==> config.mk <==
export PLATFORM = sky130hd
export DESIGN_NAME = tmr_match_output_flat
export DESIGN_NICKNAME = d
export VERILOG_FILES = /design/src/rtl/tmr_pkg.sv /design/src/rtl/tmr_match_output_if.sv /design/src/rtl/tmr_sync_edge.sv /design/src/rtl/tmr_match_output.sv /design/src/flat_wrapper.sv
export SDC_FILE = /design/constraint.sdc
export NUM_CORES = 1
export LEC_CHECK = 0
export ABC_AREA = 1
export CORE_ASPECT_RATIO = 0.8
export CORE_MARGIN = 5
export CORE_UTILIZATION = 43
export DETAILED_ROUTE_END_ITERATION = 10
export PLACE_DENSITY = 0.78
export SYNTH_ARGS = -nofsm -noshare
export SYNTH_HDL_FRONTEND = slang
export SYNTH_SLANG_ARGS = --single-unit
==> constraint.sdc <==
create_clock -name clk -period 1.1 [get_ports clk]
set_clock_uncertainty 0.1 [all_clocks]
set_input_delay 0.11 -clock clk [delete_from_list [all_inputs] [get_ports clk]]
set_output_delay 0.11 -clock clk [all_outputs]
set_load 0.005 [all_outputs]
==> src/rtl/tmr_pkg.sv <==
// ============================================================================
// tmr_pkg: shared encodings, register bit indices and helpers for the timer
//          compare-match output stage.                           Rev 1.0
// ============================================================================
`default_nettype none

package tmr_pkg;

  typedef enum logic [1:0] {
    OS_NOP    = 2'b00,
    OS_LOW    = 2'b01,
    OS_HIGH   = 2'b10,
    OS_TOGGLE = 2'b11
  } os_e;

  typedef enum logic [1:0] {
    CCLR_NONE = 2'b00,
    CCLR_A    = 2'b01,
    CCLR_B    = 2'b10,
    CCLR_TMRI = 2'b11
  } cclr_e;

  localparam int TCR_CMIEB   = 7;
  localparam int TCR_CMIEA   = 6;
  localparam int TCR_OVIE    = 5;
  localparam int TCR_CCLR_HI = 4;
  localparam int TCR_CCLR_LO = 3;

  localparam int TCSR_CMFB   = 7;
  localparam int TCSR_CMFA   = 6;
  localparam int TCSR_OVF    = 5;
  localparam int TCSR_ADTE   = 4;
  localparam int TCSR_OSB_HI = 3;
  localparam int TCSR_OSB_LO = 2;
  localparam int TCSR_OSA_HI = 1;
  localparam int TCSR_OSA_LO = 0;

  // Reserved TCR bits [2:0] never store a 1.
  localparam logic [7:0] TCR_WMASK = 8'hF8;

  typedef struct packed {
    logic flag;
    logic arm;
  } flag_st_t;

  // Read-then-write-0 clear handshake; a set event always beats a clear.
  function automatic flag_st_t flag_next(logic flag_q, logic arm_q, logic set,
                                         logic rd, logic wr, logic wbit);
    flag_st_t r;
    logic     armed;
    logic     clr;
    armed  = arm_q | (rd & flag_q);
    clr    = wr & ~wbit & armed;
    r.flag = set | (flag_q & ~clr);
    r.arm  = armed & ~clr;
    return r;
  endfunction

  // Coinciding A/B actions resolve toggle > drive 1 > drive 0.
  function automatic logic resolve_tmo(logic cur, os_e a, os_e b);
    if (a == OS_TOGGLE || b == OS_TOGGLE) return ~cur;
    if (a == OS_HIGH || b == OS_HIGH)     return 1'b1;
    if (a == OS_LOW || b == OS_LOW)       return 1'b0;
    return cur;
  endfunction

endpackage

`default_nettype wire

==> src/rtl/tmr_match_output_if.sv <==
// ============================================================================
// tmr_match_output_if: CPU register bus of one timer channel (TCR/TCSR).
//                                                                 Rev 1.0
// ============================================================================
`default_nettype none

interface tmr_match_output_if #(
  parameter int BIT_WIDTH = 8
);
  logic                 tcr_wr;
  logic                 tcsr_wr;
  logic                 tcsr_rd;
  logic [BIT_WIDTH-1:0] wdata;
  logic [BIT_WIDTH-1:0] tcr_rdata;
  logic [BIT_WIDTH-1:0] tcsr_rdata;

  modport master (
    output tcr_wr, tcsr_wr, tcsr_rd, wdata,
    input  tcr_rdata, tcsr_rdata
  );

  modport slave (
    input  tcr_wr, tcsr_wr, tcsr_rd, wdata,
    output tcr_rdata, tcsr_rdata
  );
endinterface

`default_nettype wire

==> src/rtl/tmr_sync_edge.sv <==
// ============================================================================
// tmr_sync_edge: multi-flop synchronizer with rising-edge detector.
//                                                                 Rev 1.0
// ============================================================================
`default_nettype none

module tmr_sync_edge #(
  parameter int SYNC_STAGES = 2
) (
  input  logic clk,
  input  logic rst_n,
  input  logic async_i,
  output logic rise_o
);

  logic [SYNC_STAGES-1:0] sync_q;
  logic                   last_q;

  always_ff @(posedge clk or negedge rst_n) begin
    if (!rst_n) begin
      sync_q <= '0;
      last_q <= 1'b0;
    end else begin
      sync_q <= {sync_q[SYNC_STAGES-2:0], async_i};
      last_q <= sync_q[SYNC_STAGES-1];
    end
  end

  assign rise_o = sync_q[SYNC_STAGES-1] & ~last_q;

endmodule

`default_nettype wire

==> src/rtl/tmr_match_output.sv <==
// ============================================================================
// tmr_match_output: per-channel compare-match/overflow event stage with
//                   TCR/TCSR, TMO pin, counter clear, IRQs and A/D trigger. Rev 1.0
// ============================================================================
`default_nettype none

module tmr_match_output
  import tmr_pkg::*;
#(
  parameter int BIT_WIDTH   = 8,
  parameter int SYNC_STAGES = 2
) (
  input  logic                      clk,
  input  logic                      rst_n,
  input  logic                      match_a,
  input  logic                      match_b,
  input  logic                      ovf,
  input  logic                      tmri,
  tmr_match_output_if.slave         bus,
  output logic                      counter_clear,
  output logic                      tmo,
  output logic                      irq_cmia,
  output logic                      irq_cmib,
  output logic                      irq_ovi,
  output logic                      adc_trig
);

  localparam int FLG_OVF = 0;
  localparam int FLG_A   = 1;
  localparam int FLG_B   = 2;

  localparam logic [BIT_WIDTH-1:0] TCR_WR_MASK = BIT_WIDTH'(TCR_WMASK);

  logic [BIT_WIDTH-1:0] tcr_q, tcr_d;
  logic [4:0]           ctl_q, ctl_d;
  logic [2:0]           flag_q, flag_d;
  logic [2:0]           arm_q, arm_d;
  logic [2:0]           prev_q;
  logic                 tmo_q, tmo_d;
  logic                 clear_q, clear_d;
  logic                 adc_q, adc_d;

  logic [2:0]           lvl;
  logic [2:0]           ev;
  logic                 tmri_rise;
  os_e                  act_a;
  os_e                  act_b;

  tmr_sync_edge #(
    .SYNC_STAGES (SYNC_STAGES)
  ) u_tmri_sync (
    .clk     (clk),
    .rst_n   (rst_n),
    .async_i (tmri),
    .rise_o  (tmri_rise)
  );

  assign lvl = {match_b, match_a, ovf};
  assign ev  = lvl & ~prev_q;

  for (genvar i = 0; i < 3; i++) begin : g_flag
    flag_st_t nxt;
    assign nxt = flag_next(flag_q[i], arm_q[i], ev[i], bus.tcsr_rd,
                           bus.tcsr_wr, bus.wdata[TCSR_OVF+i]);
    assign flag_d[i] = nxt.flag;
    assign arm_d[i]  = nxt.arm;
  end

  always_comb begin
    tcr_d   = tcr_q;
    ctl_d   = ctl_q;
    clear_d = 1'b0;
    act_a   = ev[FLG_A] ? os_e'(ctl_q[TCSR_OSA_HI:TCSR_OSA_LO]) : OS_NOP;
    act_b   = ev[FLG_B] ? os_e'(ctl_q[TCSR_OSB_HI:TCSR_OSB_LO]) : OS_NOP;
    tmo_d   = resolve_tmo(tmo_q, act_a, act_b);
    adc_d   = ev[FLG_A] & ctl_q[TCSR_ADTE];

    // Clear source uses the CCLR value held before this edge.
    case (cclr_e'(tcr_q[TCR_CCLR_HI:TCR_CCLR_LO]))
      CCLR_A:    clear_d = ev[FLG_A];
      CCLR_B:    clear_d = ev[FLG_B];
      CCLR_TMRI: clear_d = tmri_rise;
      default:   clear_d = 1'b0;
    endcase

    if (bus.tcr_wr) begin
      tcr_d = bus.wdata & TCR_WR_MASK;
    end
    if (bus.tcsr_wr) begin
      ctl_d = bus.wdata[TCSR_ADTE:TCSR_OSA_LO];
    end
  end

  always_ff @(posedge clk or negedge rst_n) begin
    if (!rst_n) begin
      tcr_q   <= '0;
      ctl_q   <= '0;
      flag_q  <= '0;
      arm_q   <= '0;
      prev_q  <= '0;
      tmo_q   <= 1'b0;
      clear_q <= 1'b0;
      adc_q   <= 1'b0;
    end else begin
      tcr_q   <= tcr_d;
      ctl_q   <= ctl_d;
      flag_q  <= flag_d;
      arm_q   <= arm_d;
      prev_q  <= lvl;
      tmo_q   <= tmo_d;
      clear_q <= clear_d;
      adc_q   <= adc_d;
    end
  end

  assign bus.tcr_rdata  = tcr_q;
  assign bus.tcsr_rdata = BIT_WIDTH'({flag_q, ctl_q});

  assign counter_clear = clear_q;
  assign tmo           = tmo_q;
  assign adc_trig      = adc_q;
  assign irq_cmia      = flag_q[FLG_A]   & tcr_q[TCR_CMIEA];
  assign irq_cmib      = flag_q[FLG_B]   & tcr_q[TCR_CMIEB];
  assign irq_ovi       = flag_q[FLG_OVF] & tcr_q[TCR_OVIE];

endmodule

`default_nettype wire

==> src/flat_wrapper.sv <==
// flat-port wrapper written by rule: the top's interface ports become plain ports
module tmr_match_output_flat import tmr_pkg::*;
#(
  parameter int BIT_WIDTH   = 8,
  parameter int SYNC_STAGES = 2
)
  (clk, rst_n, match_a, match_b, ovf, tmri, counter_clear, tmo, irq_cmia, irq_cmib, irq_ovi, adc_trig, bus_tcr_wr, bus_tcsr_wr, bus_tcsr_rd, bus_wdata, bus_tcr_rdata, bus_tcsr_rdata);
  tmr_match_output_if #(.BIT_WIDTH(BIT_WIDTH)) bus_i ();
  input  logic clk;
  input  logic rst_n;
  input  logic match_a;
  input  logic match_b;
  input  logic ovf;
  input  logic tmri;
  output logic counter_clear;
  output logic tmo;
  output logic irq_cmia;
  output logic irq_cmib;
  output logic irq_ovi;
  output logic adc_trig;
  input wire logic [$bits(bus_i.tcr_wr)-1:0] bus_tcr_wr;
  input wire logic [$bits(bus_i.tcsr_wr)-1:0] bus_tcsr_wr;
  input wire logic [$bits(bus_i.tcsr_rd)-1:0] bus_tcsr_rd;
  input wire logic [$bits(bus_i.wdata)-1:0] bus_wdata;
  output wire logic [$bits(bus_i.tcr_rdata)-1:0] bus_tcr_rdata;
  output wire logic [$bits(bus_i.tcsr_rdata)-1:0] bus_tcsr_rdata;
  assign bus_i.tcr_wr = bus_tcr_wr;
  assign bus_i.tcsr_wr = bus_tcsr_wr;
  assign bus_i.tcsr_rd = bus_tcsr_rd;
  assign bus_i.wdata = bus_wdata;
  assign bus_tcr_rdata = bus_i.tcr_rdata;
  assign bus_tcsr_rdata = bus_i.tcsr_rdata;
  tmr_match_output #(.BIT_WIDTH(BIT_WIDTH), .SYNC_STAGES(SYNC_STAGES)) u_core (.clk(clk), .rst_n(rst_n), .match_a(match_a), .match_b(match_b), .ovf(ovf), .tmri(tmri), .bus(bus_i), .counter_clear(counter_clear), .tmo(tmo), .irq_cmia(irq_cmia), .irq_cmib(irq_cmib), .irq_ovi(irq_ovi), .adc_trig(adc_trig));
endmodule
==> qor.txt, run 1 <==
Worst Hold Class: in2async
Via-to-Cell Ratio: 4.51
Gr ovfl total: 0
Synth top area cells: dfrtp_1, nand2_1, inv_1, mux2_4, nand3_1
First-pass GRT wire length: 4.18 mm
Commonest non-fill, non-tap cell in the layout: nand2_1
Dpl ws: -0.193 ns
Setup TNS: -0.495 ns
DR WL/cell: 12.4 microns
Total power: 2.06 mW
Critical Path End Type: output pin
Wire length on met3: 170 microns
Largest net degree at the start of global routing: 26
Chip Width: 65.6 microns
Pwr/cell area: 1300 nW/um^2
Failing checks: negative setup slack
Util after Layout: 0.661
Port bufs: 35
Fraction of the mapped netlist area in adder cells: 0
TritonCTS Buffers: 3
DIE HEIGHT: 54.5 microns
DR vias: 915
Synth top area share: 0.588
CP max FO: 3
GPL Wtd Cong: 0.793
Starting Density: 0.443
Die ar.: 3580 sq um
Clock sinks: 25
Site Rows: 16
Final WL: 2.51 mm
Flop2flop setup slack: 0 ns
Maximum vdd drop: 0.585 mV
Mux cell area share after synthesis: 0.0423
Final setup margin: -0.137 ns
Main combinational cell family by area after synthesis: simple AND/OR/NAND/NOR gates
Fmax achieved: 808 MHz
Crit path from: u_core.flag_q[0]
R2R Path End: u_core.flag_q[0]
Area Growth Syn to Fin: 49.2%
Final HPWL DP: 1.94 mm
FILL cells: 181
Synth Instances: 116
DR DRC count: 0
Worst Path Required: 0.89 ns
Top sig layer: met4
Most frequent cells in the layout: nand2_1, dfrtp_1, inv_1
Max stage delay cell, worst path: dfrtp_1
Crit path DAT: 1.03 ns
RSZ-0062 raised after global routing: true
H-tree depth: 1
Maxcap violations: 0
Drt first-iter violations: 13
ANT nets after route: 0
Seq cells post-synth: 25
Clock slew at reported path FFs: 0.13 ns
RR Startpoint: u_core.flag_q[0]
Initial antenna violation count: 0
Finish-stage setup viols: 7
Core area: 2400 sq um
Reg2reg path depth: 7
# diodes: 0
Synthesized cell area: 1060 sq um
CTS tree: done
M1 wire length: 1.04 mm
Vias in the first global route: 980
Overall Global Routing Usage: 0.156
Nets: 194
Seq/Total Area, Yosys: 0.588
IO Count: 39
Final hold vios: 0
Post-Synth Simple-Gate Area: 0.192
Pins over their slew limit: 0
Yosys warnings: 0
Post-synthesis xor/xnor area fraction: 0
Unique masters post-synth: 14
Fraction of layout cells with a size suffix above 1: 0.358
Status: finished with violations
FF/Latch Area: 626 sq um
Synth Area in Compound Gates: 0.0470
Worst path max stage delay: 0.41 ns
Final period utilization: 1.12
Routed wl met2: 1.30 mm
Setup crit start kind: register
Min cycle time layout: 1.24 ns
Max Root-Sink Buffers: 2
Sequence of cells on the critical path: buf_6 > nand2_2 > inv_1 > buf_2
Hold Buf Count CTS: 0
Multi-input combinational cell area: 339 sq um
Clk_lat worst skew: 0.30 ns
Leak: 0.871 nW
DRT Pass-1 Iters: 4
Post-synth top area cell: dfrtp_1
Syn Area/Cell: 9.18 sq um
Crit Path Class: reg2out
CTS root buf: clkbuf_4
-- layer usage --
layer  up-vias  GRT usage
met5         -          0
li1        463          -
met2        31      0.298
met1       419      0.178
met3         2     0.0349
met4         0     0.0448
-- report_power, final --
group	leakage [nW]	total [mW]	switching (mW)	internal, mW
combinational	0.560	0.598	0.259	0.338
sequential	0.296	1.06	0.0529	1.01
clock	0.0150	0.399	0.258	0.141
-- critical path, delay by kind of cell, from the launching register on --
kind	cells	cell delay [ns]
AND/OR/NAND/NOR	1	0.05
flip-flops	1	0.41
buffers and inverters	3	0.26
-- worst max path at each step --
stage	endpoint	slack (ns)	cells past startpoint
floorplan	u_core.bus.tcr_rdata[5]	0.24	1
global placement	u_core.bus.tcr_rdata[5]	-0.14	2
detailed placement	u_core.bus.tcr_rdata[7]	-0.19	2
CTS	irq_ovi	-0.15	4
global route	irq_cmia	-0.19	4
finish	irq_ovi	-0.14	4
-- kinds of logic after synthesis --
kind of cell,after synthesis
other,1
flip-flops,25
AND/OR/NAND/NOR,49
AO/OA/AOI/OAI,10
buffers and inverters,28
multiplexers,3
-- sequential cells by signal (all words and copies together), names as in the netlist --
register,flops
u_core.prev_q,3
u_core.tmo,1
u_core.ctl_q,5
u_core.counter_clear,1
u_core.adc_trig,1
u_core.arm_q,3
u_core.flag_q,3
u_core.u_tmri_sync.sync_q,2
u_core.u_tmri_sync.last_q,1
u_core.bus.tcr_rdata,5
-- cells in the mapped netlist --
library cell  number
mux2_4             3
dfrtp_1           25
o21ai_0            8
buf_6              2
nor2_2             3
nand2_1           32
inv_6              1
nand3_1            8
nand4_1            1
inv_1             22
buf_4              3
conb_1             1
nor2_1             5
o21ai_1            2
-- area by class of cell --
| type | count | area share |
|---|---|---|
| inverters | 23 | 0.0575 |
| clock buffers | 4 | 0.0165 |
| flip-flops and latches | 25 | 0.394 |
| repair buffers | 59 | 0.298 |
| well taps | 27 | 0.0213 |
| multi-input cells | 65 | 0.213 |
-- per-stage QoR --
| stage | hold WS, ns | cell area [sq um] | cells |
|---|---|---|---|
| after floorplan | -0.286 | 1070 | 118 |
| after global placement | 0.232 | 1560 | 193 |
| after detailed placement | 0.254 | 1560 | 193 |
| after CTS | 0.0432 | 1570 | 204 |
| after global routing | 0.0244 | 1590 | 203 |
| final | 0.0421 | 1590 | 203 |
-- what timing repair did --
action / in CTS / in global routing
resized for setup: 78 / 14
pin swaps: 1 / 6
setup endpoints to repair: 19 / 16
setup buffers: 7 / 0
Note: power is estimated with default switching activity, not from simulation.
==> run 2: changes to the inputs <==
ABC_CLOCK_PERIOD_IN_PS = 1100   (was not set)
CORE_UTILIZATION = 45   (was 43)
CTS_BUF_LIST = sky130_fd_sc_hd__clkbuf_2   (was not set)
PLACE_DENSITY = 0.81   (was 0.78)
==> run 2 against run 1 <==
Effect of this change:
- the run still ends with negative setup slack left
- count of clock-buffer cells in the layout down 1
- cell count grew 2.5%
- sequential power is essentially flat
- clock power fell by 12%
- global-route usage up 2.0 points
- sequential share of layout area fell by 2.1 points
- routed wire length grew 14%
- die area down 3.7%
- register-to-register slack got worse by 0.13 ns
- total power up 1.5%
- cell area rose by 5.6%
- critical path type unchanged
- largest cell class unchanged
==> qor.txt, run 2 (synthesis results as in run 1) <==
Core area: 2210 sq um
Post-DP Area: 1530 sq um
Worst Path Required: 0.89 ns
CTS tree: done
DR DRC count: 0
WHS: 0.0834 ns
Chip Width: 64.4 microns
Fraction of layout cells with a size suffix above 1: 0.399
Max Root-Sink Buffers: 2
Hold EP: u_core.u_tmri_sync.sync_q[0]
FILL cells: 160
Vias in the first global route: 1,000
RR Startpoint: u_core.bus.tcr_rdata[5]
Maximum vdd drop: 0.760 mV
Failing checks: negative setup slack
Dpl ws: -0.156 ns
IO Count: 39
Via-to-Cell Ratio: 4.73
DIE HEIGHT: 53.5 microns
RSZ-0062 raised after global routing: true
Setup TNS: -1.61 ns
Pins over their slew limit: 0
Overall Global Routing Usage: 0.176
Finish-stage setup viols: 23
Total power: 2.09 mW
Final HPWL DP: 1.85 mm
DR WL/cell: 13.8 microns
Dpl cells: 188
DR vias: 984
Util after Layout: 0.758
GPL Wtd Cong: 0.728
Layout Cells excl Fill: 208
Port bufs: 35
R2R Path End: u_core.bus.tcr_rdata[5]
Crit path from: u_core.bus.tcr_rdata[5]
CP max FO: 2
Commonest non-fill, non-tap cell in the layout: dfrtp_1
Clk_lat worst skew: 0.34 ns
H-tree depth: 1
Area Growth Syn to Fin: 57.6%
Final hold vios: 0
Final period utilization: 1.22
Most frequent cells in the layout: dfrtp_1, inv_1, nand2_1
Post-route cell area: 1680 sq um
CTS root buf: clkbuf_2
Leak: 0.918 nW
# diodes: 0
Fmax achieved: 748 MHz
Nets: 201
Initial antenna violation count: 0
Critical Path End Type: output pin
Clock slew at reported path FFs: 0.23 ns
Min cycle time layout: 1.34 ns
Crit path DAT: 1.13 ns
Pwr/cell area: 1250 nW/um^2
Starting Density: 0.481
Flop2flop setup slack: -0.13 ns
Maxcap violations: 0
Hold path depth: 1
First-pass GRT wire length: 4.54 mm
ANT nets after route: 0
Final WL: 2.86 mm
Worst Hold Class: in2reg
Crit Path Class: reg2out
Status: finished with violations
TritonCTS Buffers: 3
DRT Pass-1 Iters: 4
Final setup margin: -0.237 ns
Die ar.: 3440 sq um
Largest net degree at the start of global routing: 26
Clock sinks: 25
Site Rows: 15
Hold wc startpoint: tmri
Drt first-iter violations: 29
Setup crit start kind: register
Reg2reg path depth: 4
Gr ovfl total: 0
run 2: timing repair:
action | CTS | global route
setup endpoints to repair | 19 | 29
pin swaps | 1 | 6
resized for setup | 88 | 22
hold buffers | 1 | 0
hold endpoints to repair | 25 | 0
buffers inserted | 15 | 7
run 2: worst max-delay path by stage:
stage	to	slack, ns	cells after the start
floorplan	u_core.bus.tcr_rdata[5]	0.24	1
global placement	u_core.bus.tcr_rdata[7]	-0.13	2
detailed placement	u_core.bus.tcr_rdata[7]	-0.16	2
CTS	irq_cmia	-0.21	4
global route	irq_ovi	-0.31	4
finish	irq_ovi	-0.24	4
run 2: metal layers:
layer / track usage / wire length, microns / vias to the layer above
li1: - / - / 479
met1: 0.222 / 1110 / 457
met2: 0.307 / 1480 / 48
met3: 0.0467 / 272 / 0
met4: 0.0421 / 0 / 0
met5: 0 / 0 / -
run 2: final cells by class:
type                       count  area (sq um)  area share
sequential                    25           626       0.373
timing repair buffer          66           568       0.339
multi-input combinational     65           342       0.204
inverter                      23          91.3      0.0544
tap                           25          31.3      0.0186
clock buffer                   3          15.0     0.00895
clock inverter                 1          5.00     0.00298
run 2: power by group:
part	switching (mW)	internal, mW	leakage (nW)
Sequential	0.0533	1.01	0.296
Clock	0.270	0.0825	0.0164
Combinational	0.285	0.389	0.605
run 2: worst max-delay path: stages (launching register included):
cell and delay, ns:
dfrtp_1 0.47, buf_6 0.14, nand2_2 0.04, inv_1 0.03, buf_2 0.11
==> run 3: changes to the inputs <==
GPL_TIMING_DRIVEN = 0   (was not set)
==> run 3 against run 2 <==
Effect of this change:
- the run ends with negative hold slack, negative setup slack left
- fmax grew 3.9%
- count of clock-buffer cells in the layout up 1
- worst setup slack improved by 0.050 ns
- clock power fell by 2%
- hold slack lost 0.13 ns
- non-clock buffer count shrank 9
- combinational power down 24%
- global-route usage shrank 2.3 points
- die area did not move
- cell count decreased by 4.3%
- sequential cell count unchanged
- critical endpoint is now irq_cmia
==> qor.txt, run 3 (synthesis results as in run 1) <==
Worst Path Buf+Inv: 3
R2R Path End: u_core.counter_clear
DIE HEIGHT: 53.5 microns
# diodes: 0
Starting Density: 0.481
DR WL/cell: 11.9 microns
Pwr/cell area: 1260 nW/um^2
Critical Path End Type: output pin
FILL cells: 189
GPL Wtd Cong: 0.684
DRT Pass-1 Iters: 4
Final WL: 2.37 mm
Core area: 2210 sq um
Post-DP Area: 1430 sq um
CTS tree: done
Fmax achieved: 777 MHz
Reg2reg path depth: 5
Final hold vios: 25
Finish-stage setup viols: 9
Failing checks: negative hold slack, negative setup slack
Total power: 1.92 mW
Critical path's top delay family: flip-flops
CP max FO: 2
Initial antenna violation count: 0
Setup crit start kind: register
Flop2flop setup slack: 0.04 ns
Clk_lat worst skew: 0.33 ns
Maximum vdd drop: 0.815 mV
Worst path max stage delay: 0.44 ns
RSZ-0062 raised after global routing: true
ANT nets after route: 0
Slew @ Worst Pin: 1.08 ns
Max Root-Sink Buffers: 2
H-tree depth: 1
Sequential Power Share: 0.551
Chip Width: 64.4 microns
Slew Limit Headroom: 0.278
Min cycle time layout: 1.29 ns
WHS: -0.0424 ns
Worst Hold Class: in2async
Max stage delay cell, worst path: dfrtp_1
Sw frac: 0.272
TritonCTS Buffers: 3
DR vias: 911
Commonest non-fill, non-tap cell in the layout: nand2_1
Nets: 192
Most frequent cells in the layout: nand2_1, dfrtp_1, inv_1
Via-to-Cell Ratio: 4.58
Drt first-iter violations: 24
Pins over their slew limit: 0
Util after Layout: 0.690
Port bufs: 33
Final HPWL DP: 1.73 mm
Combinational share of power: 0.268
Final period utilization: 1.17
Die ar.: 3440 sq um
Gr ovfl total: 0
Final setup margin: -0.188 ns
Clock slew at reported path FFs: 0.21 ns
IO Count: 39
Status: finished with violations
Site Rows: 15
Leak: 0.859 nW
Clock sinks: 25
CTS root buf: clkbuf_2
RR Startpoint: u_core.bus.tcr_rdata[3]
Cell depth of the worst setup path: 4
Maxcap violations: 0
Post-route cell area: 1530 sq um
Sequence of cells on the critical path: buf_6 > nand2_2 > inv_1 > buf_2
Crit Path Class: reg2out
Crit path DAT: 1.08 ns
DR DRC count: 0
First-pass GRT wire length: 4.00 mm
Largest net degree at the start of global routing: 26
Vias in the first global route: 866
Worst Path Required: 0.89 ns
Fraction of layout cells with a size suffix above 1: 0.305
Sw power: 522 uW
Clock network power share: 0.181
Overall Global Routing Usage: 0.154
Pint: 1.40 mW
Area Growth Syn to Fin: 43.5%
run 3: cell count changes in the layout (fill, tap and decap cells not counted), sizes merged:
cell           previous run  this run
dlygate4sd3               1         2
dlygate4sd2               0         1
buf                      49        40
clkinv                    1         0
clkdlybuf4s50            16        13
clkbuf                    3         5
run 3: worst max-delay path by stage:
stage	from	end	slack, ns
finish	u_core.bus.tcr_rdata[6]	irq_cmia	-0.19
detailed placement	rst_n	u_core.ctl_q[1]	-0.47
floorplan	u_core.bus.tcr_rdata[5]	u_core.bus.tcr_rdata[5]	0.24
global route	u_core.bus.tcr_rdata[6]	irq_cmia	-0.28
global placement	rst_n	u_core.ctl_q[2]	-0.43
CTS	u_core.bus.tcr_rdata[6]	irq_cmia	-0.22
run 3: what timing repair did:
action,CTS,global route
setup endpoints to repair,44,19
pin swaps,2,1
setup buffers,14,3
hold buffers,2,0
hold endpoints to repair,35,0
gates resized for setup,78,3
cloned,0,0
run 3: area by class of cell:
cell class / instances / area (sq um) / share of cell area
multi-input combinational: 65 / 313 / 0.205
tap: 25 / 31.3 / 0.0205
clock buffer: 4 / 20.0 / 0.0131
inverter: 23 / 91.3 / 0.0598
timing repair buffer: 52 / 402 / 0.263
buffer: 5 / 45.0 / 0.0295
sequential: 25 / 626 / 0.409
run 3: power groups by stage:
stage	registers [mW]	clock network, mW	logic (mW)
after detailed placement	1.10	0	0.451
after floorplan	1.09	0	0.175
after global routing	1.07	0.411	0.576
final	1.06	0.347	0.515
after CTS	1.06	0.375	0.498
after global placement	1.09	0	0.439
run 3: worst register-to-register path, stage by stage (launching register included):
cell and delay (ns):
dfrtp_1 0.43, buf_4 0.13, buf_4 0.13, inv_1 0.08
nand3_1 0.08, nand3_1 0.08
run 3: through the flow:
stage	setup WS (ns)	TNS [ns]	cells
5_1_grt	-0.281	-2.15	199
4_1_cts	-0.218	-1.09	196
2_1_floorplan	0.236	0	118
6_report	-0.188	-0.678	199
3_3_place_gp	-0.431	-11.28	176
3_5_place_dp	-0.470	-12.43	176
run 3: routing by layer:
layer  track usage  share of wire  vias up
met5             0              0        -
met4        0.0316         0.0051        0
met3        0.0637          0.093        2
met2         0.277           0.49       35
met1         0.173           0.41      413
li1              -              -      461
